[config.mk]
export PLATFORM = sky130hd
export DESIGN_NAME = spi_slave_bridge
export DESIGN_NICKNAME = d
export VERILOG_FILES = /design/src/rtl/spi_slave_bridge.sv
export SDC_FILE = /design/constraint.sdc
export NUM_CORES = 2
export LEC_CHECK = 0
export CAP_MARGIN = 20
export CORE_ASPECT_RATIO = 1.25
export CORE_UTILIZATION = 60
export CTS_BUF_LIST = sky130_fd_sc_hd__clkbuf_16
export DETAILED_ROUTE_END_ITERATION = 8
export GPL_TIMING_DRIVEN = 0
export PLACE_DENSITY = 0.73
export SYNTH_ARGS = -nofsm -noshare
export SYNTH_HDL_FRONTEND = slang
export SYNTH_SLANG_ARGS = --single-unit
[constraint.sdc]
create_clock -name clk -period 5.3 [get_ports clk]
set_input_delay 1.59 -clock clk [delete_from_list [all_inputs] [get_ports clk]]
set_output_delay 1.59 -clock clk [all_outputs]
set_load 0.005 [all_outputs]
[src/rtl/spi_slave_bridge.sv]
// spi_slave_bridge: SPI mode-0 slave moving tagged words between a host and core-side FIFOs
module spi_slave_bridge #(
  parameter int W = 32,
  parameter int TAG_W = 4,
  parameter int TX_DEPTH = 64,
  parameter int RX_DEPTH = 16,
  parameter int URGENT_LVL = 48
) (
  input  logic         clk,
  input  logic         rst,
  input  logic         spi_clk,
  input  logic         spi_mosi,
  input  logic         spi_cs,
  output logic         spi_miso,
  output logic         gpio_rd_valid,
  output logic         gpio_rd_urgent,
  input  logic         gpio_rd_cntreq,
  input  logic         wr_en,
  input  logic [W-1:0] wr_din,
  output logic         wr_full,
  input  logic         rd_en,
  output logic         rd_rdy,
  output logic [W-1:0] rd_dout,
  output logic [7:0]   rx_ovf_cnt,
  output logic [7:0]   short_cnt
);
  localparam int CNT_W = $clog2(TX_DEPTH + 1);
  localparam int SH_W = W - TAG_W - 4 - CNT_W;
  localparam int TX_AW = $clog2(TX_DEPTH);
  localparam int RX_AW = $clog2(RX_DEPTH);
  localparam int RX_CW = $clog2(RX_DEPTH + 1);
  localparam int BC_W = $clog2(W + 1);
  typedef enum logic [1:0] {S_IDLE, S_FIFO, S_STAT} src_t;
  logic [2:0] sck_s, cs_s, cr_s;
  logic [1:0] mosi_s;
  logic armed, active, stat_pending, status_ok;
  logic [BC_W-1:0] bit_cnt;
  logic [W-1:0] tx_sh, rx_sh, stat_word, load_word;
  src_t src, sel;
  logic [SH_W-1:0] shadow;
  logic [CNT_W-1:0] cnt_snap, snap_n, tx_cnt, avail;
  logic [W-1:0] tx_mem [TX_DEPTH];
  logic [W-1:0] rx_mem [RX_DEPTH];
  logic [TX_AW-1:0] tx_wp, tx_rp;
  logic [RX_AW-1:0] rx_wp, rx_rp;
  logic [RX_CW-1:0] rx_cnt;
  logic sck_rise, sck_fall, cs_fall, cs_rise, cr_edge, done, pop_tx, push_tx;
  logic push_rx, push_rx_ok, pop_rx, stat_n;
  // Edge pulses, FIFO handshakes and the next TX word as seen after this cycle's pop/request
  always_comb begin
    sck_rise = sck_s[1] & ~sck_s[2];
    sck_fall = ~sck_s[1] & sck_s[2];
    cs_fall = armed & ~cs_s[1] & cs_s[2];
    cs_rise = cs_s[1] & ~cs_s[2];
    cr_edge = cr_s[1] ^ cr_s[2];
    done = active & (bit_cnt == BC_W'(W));
    pop_tx = done & (src == S_FIFO);
    push_tx = wr_en & (|wr_din[W-1 -: TAG_W]) & (tx_cnt != CNT_W'(TX_DEPTH));
    push_rx = done & (|rx_sh[W-1 -: TAG_W]);
    push_rx_ok = push_rx & (rx_cnt != RX_CW'(RX_DEPTH));
    rd_rdy = rx_cnt != '0;
    pop_rx = rd_en & rd_rdy;
    rd_dout = rd_rdy ? rx_mem[rx_rp] : '0;
    stat_n = cr_edge | (stat_pending & ~(done & (src == S_STAT)));
    snap_n = cr_edge ? tx_cnt : cnt_snap;
    avail = tx_cnt - CNT_W'(pop_tx);
    sel = stat_n ? S_STAT : (avail != '0) ? S_FIFO : S_IDLE;
    stat_word = {{TAG_W{1'b0}}, 1'b1, sel == S_STAT, avail == '0, status_ok,
                 (sel == S_STAT) ? snap_n : avail, shadow};
    load_word = (sel == S_FIFO) ? tx_mem[tx_rp + TX_AW'(pop_tx)] : stat_word;
  end
  // Request line is a free-running toggle; its chain needs no reset
  always_ff @(posedge clk) cr_s <= {cr_s[1:0], gpio_rd_cntreq};
  // FIFO storage
  always_ff @(posedge clk) begin
    if (push_tx) tx_mem[tx_wp] <= wr_din;
    if (push_rx_ok) rx_mem[rx_wp] <= rx_sh;
  end
  // Pin synchronisers, frame engine, FIFO pointers, status capture and counters
  always_ff @(posedge clk) begin
    if (rst) begin
      sck_s <= '0;
      cs_s <= '0;
      mosi_s <= '0;
      armed <= 1'b0;
      active <= 1'b0;
      bit_cnt <= '0;
      tx_sh <= '0;
      rx_sh <= '0;
      src <= S_IDLE;
      stat_pending <= 1'b0;
      status_ok <= 1'b0;
      shadow <= '0;
      cnt_snap <= '0;
      tx_cnt <= '0;
      tx_wp <= '0;
      tx_rp <= '0;
      rx_cnt <= '0;
      rx_wp <= '0;
      rx_rp <= '0;
      rx_ovf_cnt <= '0;
      short_cnt <= '0;
      spi_miso <= 1'b0;
      gpio_rd_valid <= 1'b0;
      gpio_rd_urgent <= 1'b0;
      wr_full <= 1'b0;
    end else begin
      sck_s <= {sck_s[1:0], spi_clk};
      cs_s <= {cs_s[1:0], spi_cs};
      mosi_s <= {mosi_s[0], spi_mosi};
      armed <= armed | cs_rise;
      stat_pending <= stat_n;
      cnt_snap <= snap_n;
      spi_miso <= active & tx_sh[W-1];
      if (done) begin
        bit_cnt <= '0;
        tx_sh <= load_word;
        src <= sel;
      end else if (active & sck_rise) begin
        bit_cnt <= bit_cnt + 1'b1;
        rx_sh <= {rx_sh[W-2:0], mosi_s[1]};
      end else if (active & sck_fall & (bit_cnt != '0)) begin
        tx_sh <= {tx_sh[W-2:0], 1'b0};
      end
      if (cs_fall) begin
        active <= 1'b1;
        bit_cnt <= '0;
        tx_sh <= load_word;
        src <= sel;
      end
      if (active & cs_rise) begin
        active <= 1'b0;
        bit_cnt <= '0;
        if (!done && bit_cnt != '0 && short_cnt != 8'hFF) short_cnt <= short_cnt + 8'd1;
      end
      if (wr_en & ~|wr_din[W-1 -: TAG_W]) begin
        shadow <= wr_din[SH_W-1:0];
        status_ok <= 1'b1;
      end
      tx_cnt <= tx_cnt + CNT_W'(push_tx) - CNT_W'(pop_tx);
      tx_wp <= tx_wp + TX_AW'(push_tx);
      tx_rp <= tx_rp + TX_AW'(pop_tx);
      gpio_rd_valid <= tx_cnt != '0;
      gpio_rd_urgent <= tx_cnt >= CNT_W'(URGENT_LVL);
      wr_full <= tx_cnt == CNT_W'(TX_DEPTH);
      rx_cnt <= rx_cnt + RX_CW'(push_rx_ok) - RX_CW'(pop_rx);
      rx_wp <= rx_wp + RX_AW'(push_rx_ok);
      rx_rp <= rx_rp + RX_AW'(pop_rx);
      if (push_rx & ~push_rx_ok & (rx_ovf_cnt != 8'hFF)) rx_ovf_cnt <= rx_ovf_cnt + 8'd1;
    end
  end
endmodule

* Word level (Yosys, flattened, before mapping) *
Memories as Yosys holds them, arrays and structs flattened. A register that Yosys moved wholly into a read port is not among the register bits.
Index checks and enable logic that the tools add are counted.

cells by class
  add/sub/neg operators = 12
  multiply operators = 0
  div/mod/pow operators = 0
  order comparisons = 1
  equality and inequality tests = 11
  shift operators = 0
  mux-type cells = 17
  bitwise gates (word level) = 32
  reductions and logical operators = 18

operators with widths
  cell                 count
  $mux 32              6
  $and 1x1->1          22
  $add 8x1->8 const B  2
  $ne 8x8->1 const B   2
  $mux 7               2
  $reduce_bool 7->1    2
  $sub 7x1->7          2
  $add 6x1->6          2
  $reduce_or 4->1      3
  $add 4x1->4          2
  $add 7x1->7          1
  $eq 7x7->1 const B   1
  $ge 7x6->1 const B   1
  $logic_not 7->1      1
  $ne 7x7->1 const B   1
  $not 1->1            7
  $add 6x1->6 const B  1
  $eq 6x6->1 const B   1
  $mux 2               3
  $reduce_and 2->1     3
  $reduce_bool 6->1    1
  $add 5x1->5          1
  $mux 1               5
  $ne 5x5->1 const B   1
  13 further kinds     18

word-level totals
  bits in registers = 163
  bits in latches = 0
  memory bits (writable) = 2560
  bits in read-only memories = 0
  input bits = 40
  memories = 2

memory list
  memory  words  width  rd ports  clocked after Yosys merged registers in  write ports  line  source
  tx_mem  64     32     1         0                                        1            42    logic [W-1:0] tx_mem [TX_DEPTH];
  rx_mem  16     32     1         1                                        1            43    logic [W-1:0] rx_mem [RX_DEPTH];

* Longest topological paths before layout *
  depth after elaboration = 12
  gate-level depth with buffers = 18
  gate-level depth less buffers = 17

* Worst setup path after synthesis *
Ideal clock, no wire load.

  path kind = flip-flop to flip-flop
  start = register bit_cnt[0]
  end = memory rx_mem[0][0] (enable)
  setup time = 0.461 ns
  data arrival time = 3.820 ns
  setup slack = 1.019 ns
  stages on the path, launching flop included = 9
  clock period less this slack = 4.281 ns
  path through = dfxtp_1 inv_1 ha_1 nor4b_4 nand3_1 nor2_1 nand2_1 or3_1 nor3_1

between the ends
  longest elaborated chain between the ends = 6

RTL lines
  what                          line  source
  start, declared               37    logic [BC_W-1:0] bit_cnt;
  start signal, assigned        120   bit_cnt <= bit_cnt + 1'b1;
  $eq 6x6->1                    56    done = active & (bit_cnt == BC_W'(W));
  $and 1x1->1                   56
  $and 1x1->1                   59    push_rx = done & (|rx_sh[W-1 -: TAG_W]);
  $and 1x1->1                   60    push_rx_ok = push_rx & (rx_cnt != RX_CW'(RX_DEPTH));
  $mux 1                        77    if (push_rx_ok) rx_mem[rx_wp] <= rx_sh;
  $mux 1 (not written as such)  77
  end, declared                 43

No other way between the ends.

* Worst setup path in the final report *
  start = register bit_cnt[0]
  end = register tx_sh[17]

between the ends
  longest elaborated chain between the ends = 12
  elaborated cells between the ends (all ways) = 24
  classes of those cells = add/sub (2); eq/ne (4); mux (6); bitwise (7); reduce/logical (4); memory (1)

RTL lines
  what                                                     line    source
  $eq 6x6->1                                               56
  $and 1x1->1                                              56
  $and 1x1->1 (on tied branches)                           57, 64
  $sub 7x1->7 / $not 1->1 (equally long branches)          66, 64
  $reduce_bool 7->1 / $and 1x1->1 (equally long branches)  67, 64
  $mux 1 / $or 1x1->1 (equally long branches)              67, 64
  $mux 2                                                   67      sel = stat_n ? S_STAT : (avail != '0) ? S_FIFO : S_IDLE;
  $eq 2x2->1                                               69      (sel == S_STAT) ? snap_n : avail, shadow};
  $mux 7                                                   69
  $mux 32                                                  70      load_word = (sel == S_FIFO) ? tx_mem[tx_rp + TX_AW'(pop_tx)] : stat_word;
  $mux 32                                                  115     if (done) begin
  $mux 32                                                  125     if (cs_fall) begin
  end signal, assigned                                     117     tx_sh <= load_word;
  end signal, assigned                                     123     tx_sh <= {tx_sh[W-2:0], 1'b0};
  end signal, assigned                                     128     tx_sh <= load_word;
  end, declared                                            38      logic [W-1:0] tx_sh, rx_sh, stat_word, load_word;

Several ways; a longest one is shown, not always the timed one.
A chain may end at the register's enable or synchronous reset.

==> Implementation_results.wiki <==
{| class="wikitable"
! Metric !! Value
|-
| Highest-count cells in the layout ignoring fill and taps || sky130_fd_sc_hd__edfxtp_1, sky130_fd_sc_hd__nand2_1, sky130_fd_sc_hd__mux4_2, sky130_fd_sc_hd__clkbuf_16, sky130_fd_sc_hd__dfxtp_1
|-
| Chip width || 376.7 um
|-
| TritonCTS sink count || 2723
|-
| Count of endpoints failing setup in the final report || 1
|-
| Prevailing post-synth register cell || sky130_fd_sc_hd__edfxtp_1
|-
| Maximum number of pins on one net before global-route repair || 66
|-
| Internal power || roughly 0.036 W
|-
| Number of buffers inserted by hold repair at cts || 0
|-
| Number of enable flip-flop cells after synthesis || 2560
|-
| Maximum resistive drop on vdd || 0.0004021 V
|-
| Synthesis-to-layout area growth || 15.20%
|-
| Wire length of the first global-routing pass || 426300 um
|-
| Net switching power figure || 0.009833 W
|-
| Post-synthesis instance area || approximately 110000 um2
|-
| Critical R2R Capture || tx_sh[17]$_SDFFE_PP0P_
|-
| Net count after synthesis || 5479
|-
| Core footprint || ~170000 um2
|-
| Async SR Flop Fraction || 0%
|-
| GRT Util Overall || 35.15%
|-
| Number of global-route vias before repair || 57270
|-
| Clock tree from TritonCTS || done
|-
| Initial drt markers || 8256
|-
| Final worst path period need || 5342 ps
|-
| Biggest area consumer among synthesized cells || sky130_fd_sc_hd__edfxtp_1
|-
| Clock-pin slew on the worst setup and hold paths || 70 ps
|-
| Area enclosed by the die boundary || 177200 um2
|-
| Placed cell count || 7972
|-
| Area fraction of the dominant cell type after synthesis || 73.00%
|-
| Leakage power || 38.39 nW
|-
| Fin Clk Skew || slightly below 70 ps
|-
| Clock tree buffer depth || 4
|-
| Reg2reg start || bit_cnt[0]$_SDFFE_PP0P_
|-
| WL/cell || ~37 um
|-
| Yosys warnings || 0
|-
| Worst hold slack across all endpoints || 388.5 ps
|-
| Io pins || 93
|-
| Share of the yosys chip area belonging to registers || 76.10%
|-
| Final wirelength || 309300 um
|-
| Clock network fraction of total power || 40.7%
|-
| Standard cell area after detailed placement || 112400 um2
|-
| Hold path cells || 0
|-
| Net Sw Frac || 21.57%
|-
| Slew at the pin with the worst max-slew slack || 1166 ps
|-
| Endpoint, Worst Hold || cr_s[2]$_DFF_P_
|-
| Max transition margin || 22.28%
|-
| Final Hold Vio Count || 0
|-
| Unrepaired setup endpoints after global routing || yes
|-
| Avg Inst Size Synth || 19.49 um2
|-
| Latest clock arrival within the worst-skew pair || 940 ps
|-
| Clock H-tree levels || 5
|-
| Portion of total power attributed to combinational logic || roughly 7.3%
|-
| Final setup margin || -41.60 ps
|-
| Critical Path RT || between 6000 and 7000 ps
|-
| Largest fanout of any net on the critical path || 10
|-
| Hold Path Class || reg -> reg
|-
| Number of buffers created by CTS || 274
|-
| Via density per instance || 6.845
|-
| Final routed DRC violation total || 0
|-
| Arrival time of data at the critical path endpoint || 6170 ps
|-
| Row count || 171
|-
| Cell chosen for the clock root || sky130_fd_sc_hd__clkbuf_16
|-
| Pre-antenna DRT Iters || 6
|-
| Violated checks || setup timing
|-
| Setup crit start kind || register
|-
| Number of standard cells after synthesis || 5404
|-
| Setup slack of the most critical reg-to-reg path || -40 ps
|-
| Initial Utilization || between 60% and 70%
|-
| Cell count of the worst reg-to-reg path || 17
|-
| Worst setup EP type || register
|-
| Number of fill cells in the layout || 10570
|-
| Tcrit/Tclk final || 100.8%
|-
| Leading cell type in the layout, fill and taps excluded || sky130_fd_sc_hd__edfxtp_1
|-
| Flip-flop and latch count after synthesis || 2723
|-
| Placer Congestion || 0.9718
|-
| Result of the run || finished, violations left
|-
| Max-slew violation total from the final report || 0
|-
| Number of nets still failing antenna checks after routing || 0
|-
| Die Height || 470.4 um
|-
| Count of vias placed by the detailed router || 57850
|-
| Fin area || 121300 um2
|-
| Fraction of layout cells with a size suffix above 1 || 25.50%
|-
| Source of the worst hold timing path || cr_s[1]$_DFF_P_
|-
| Power share of the sequential group || 51.9%
|-
| Sum of overflow across all layers after global routing || 0
|-
| Number of max-cap violations || 0
|-
| Total Power || 0.04558 W
|-
| Hpwl dp || ~200000 um
|-
| Number of port buffers || between 90 and 100
|-
| Unique masters post-synth || 63
|-
| Ratio of total power to cell area || around 380 nW/um2
|-
| Cell types occupying the most area after synthesis || sky130_fd_sc_hd__edfxtp_1, sky130_fd_sc_hd__mux4_2, sky130_fd_sc_hd__dfxtp_1, sky130_fd_sc_hd__nand2_1, sky130_fd_sc_hd__a311oi_1
|-
| Antenna violations before repair || 27
|-
| Maximum clock frequency || 187.2 MHz
|-
| Final standard cell count with taps included and fillers excluded || 8451
|-
| Critical path type || reg -> reg
|-
| Final #Nets || 5988
|}
==> power by group through the flow <==
stage | sequential [W] | combinational (W) | clock, W
floorplan | 0.0241 | 0.00176 | 0
global placement | 0.0242 | 0.00308 | 0
detailed placement | 0.0241 | 0.00327 | 0
CTS | 0.0237 | 0.00333 | 0.0186
global route | 0.0237 | 0.00352 | 0.0194
finish | 0.0237 | 0.00333 | 0.0186
==> worst max path at each step <==
stage	from	endpoint	slack (ps)	cells after the start
2_1_floorplan	bit_cnt[0]$_SDFFE_PP0P_	rx_mem[0][0]$_DFFE_PP_	1020	8
3_3_place_gp	wr_din[29]	tx_mem[23][3]$_DFFE_PP_	-3920	7
3_5_place_dp	bit_cnt[0]$_SDFFE_PP0P_	tx_sh[17]$_SDFFE_PP0P_	-1630	14
5_1_grt	bit_cnt[0]$_SDFFE_PP0P_	tx_sh[0]$_SDFFE_PP0P_	-70	17
6_report	bit_cnt[0]$_SDFFE_PP0P_	tx_sh[17]$_SDFFE_PP0P_	-40	17
4_1_cts	rx_rp[0]$_SDFF_PP0_	rd_dout[23]	-1	6
==> layout make-up <==
type | count | area [um2] | area share (%)
Antenna cell | 15 | 37.54 | 0.03094
Buffer | 313 | 1728 | 1.424
Clock buffer | 281 | 7032 | 5.796
Clock inverter | 183 | 1379 | 1.137
Inverter | 28 | 105.1 | 0.08663
Multi-Input combinational cell | 2337 | 24510 | 20.21
Sequential cell | 2723 | 80140 | 66.06
Tap cell | 2335 | 2922 | 2.408
Timing Repair Buffer | 236 | 3463 | 2.855
==> cells in the mapped netlist (all sizes together) (10+ instances only) <==
cell type	count
mux2i	19
mux4	643
and3	65
nand4	16
xor2	17
ha	33
nand2	692
a31oi	29
dfxtp	163
o21ai	22
xnor2	27
nand3	147
nor2b	62
inv	28
a311oi	90
a32oi	18
and2	10
a21oi	75
nor4	26
o31ai	16
nor3	32
nor2	198
edfxtp	2560
clkbuf	107
buf	209
==> worst max-delay path: stages, from the launching register on <==
cell and delay, ps:
sky130_fd_sc_hd__dfxtp_1 340, sky130_fd_sc_hd__inv_1 70, sky130_fd_sc_hd__ha_1 150, sky130_fd_sc_hd__nor4b_4 240, sky130_fd_sc_hd__nand3_1 280, sky130_fd_sc_hd__nor3b_4 240, sky130_fd_sc_hd__buf_4 180, sky130_fd_sc_hd__ha_1 260
sky130_fd_sc_hd__ha_1 170, sky130_fd_sc_hd__buf_2 220, sky130_fd_sc_hd__xnor2_1 200, sky130_fd_sc_hd__buf_2 430, sky130_fd_sc_hd__buf_1 680, sky130_fd_sc_hd__nand2_1 190, sky130_fd_sc_hd__and3_1 270, sky130_fd_sc_hd__a311oi_2 820
sky130_fd_sc_hd__a311oi_2 190, sky130_fd_sc_hd__o32ai_1 280
==> metal layers <==
layer / routed length (um) / vias up / GRT usage [%]
met4: 24310 / 22 / 23.70
li1: - / 22820 / -
met5: 138 / - / 0
met2: 149600 / 4279 / 56.09
met1: 100800 / 29710 / 42.70
met3: 34450 / 1016 / 8.657
==> through the flow <==
stage / setup WS, ps / util (%) / TNS (ps)
2_1_floorplan: 1019 / - / 0
3_3_place_gp: -3916 / 62.75 / -7660930
3_5_place_dp: -1630 / 64.60 / -48160
4_1_cts: -1.216 / 69.63 / -1.216
5_1_grt: -66.99 / 69.73 / -135.2
6_report: -41.60 / 69.74 / -41.60
==> sequential cells by signal, summed over array words and instances, names as in the netlist, 4 cells and up <==
name,flops
tx_mem,2048
rx_mem,512
rx_sh,32
tx_sh,32
shadow,17
rx_ovf_cnt,8
short_cnt,8
cnt_snap,7
tx_cnt,7
bit_cnt,6
tx_rp,6
tx_wp,6
rx_cnt,5
rx_rp,4
rx_wp,4
==> timing repair <==
action	4_1_cts	5_1_grt
pin swaps	7	5
gates resized for setup	94	45
endpoints found under the setup margin	65	61
setup buffers	1	2
==> kinds of logic after synthesis <==
group	count (synthesis)	synth area share [%]
compound gates	305	2.060
xor+xnor	44	0.3909
fa+ha+maj	35	0.4301
buf+inv	344	1.646
flops	2723	76.10
mux	670	14.02
simple gates	1283	5.360
Power figures use the tool's default switching activity.
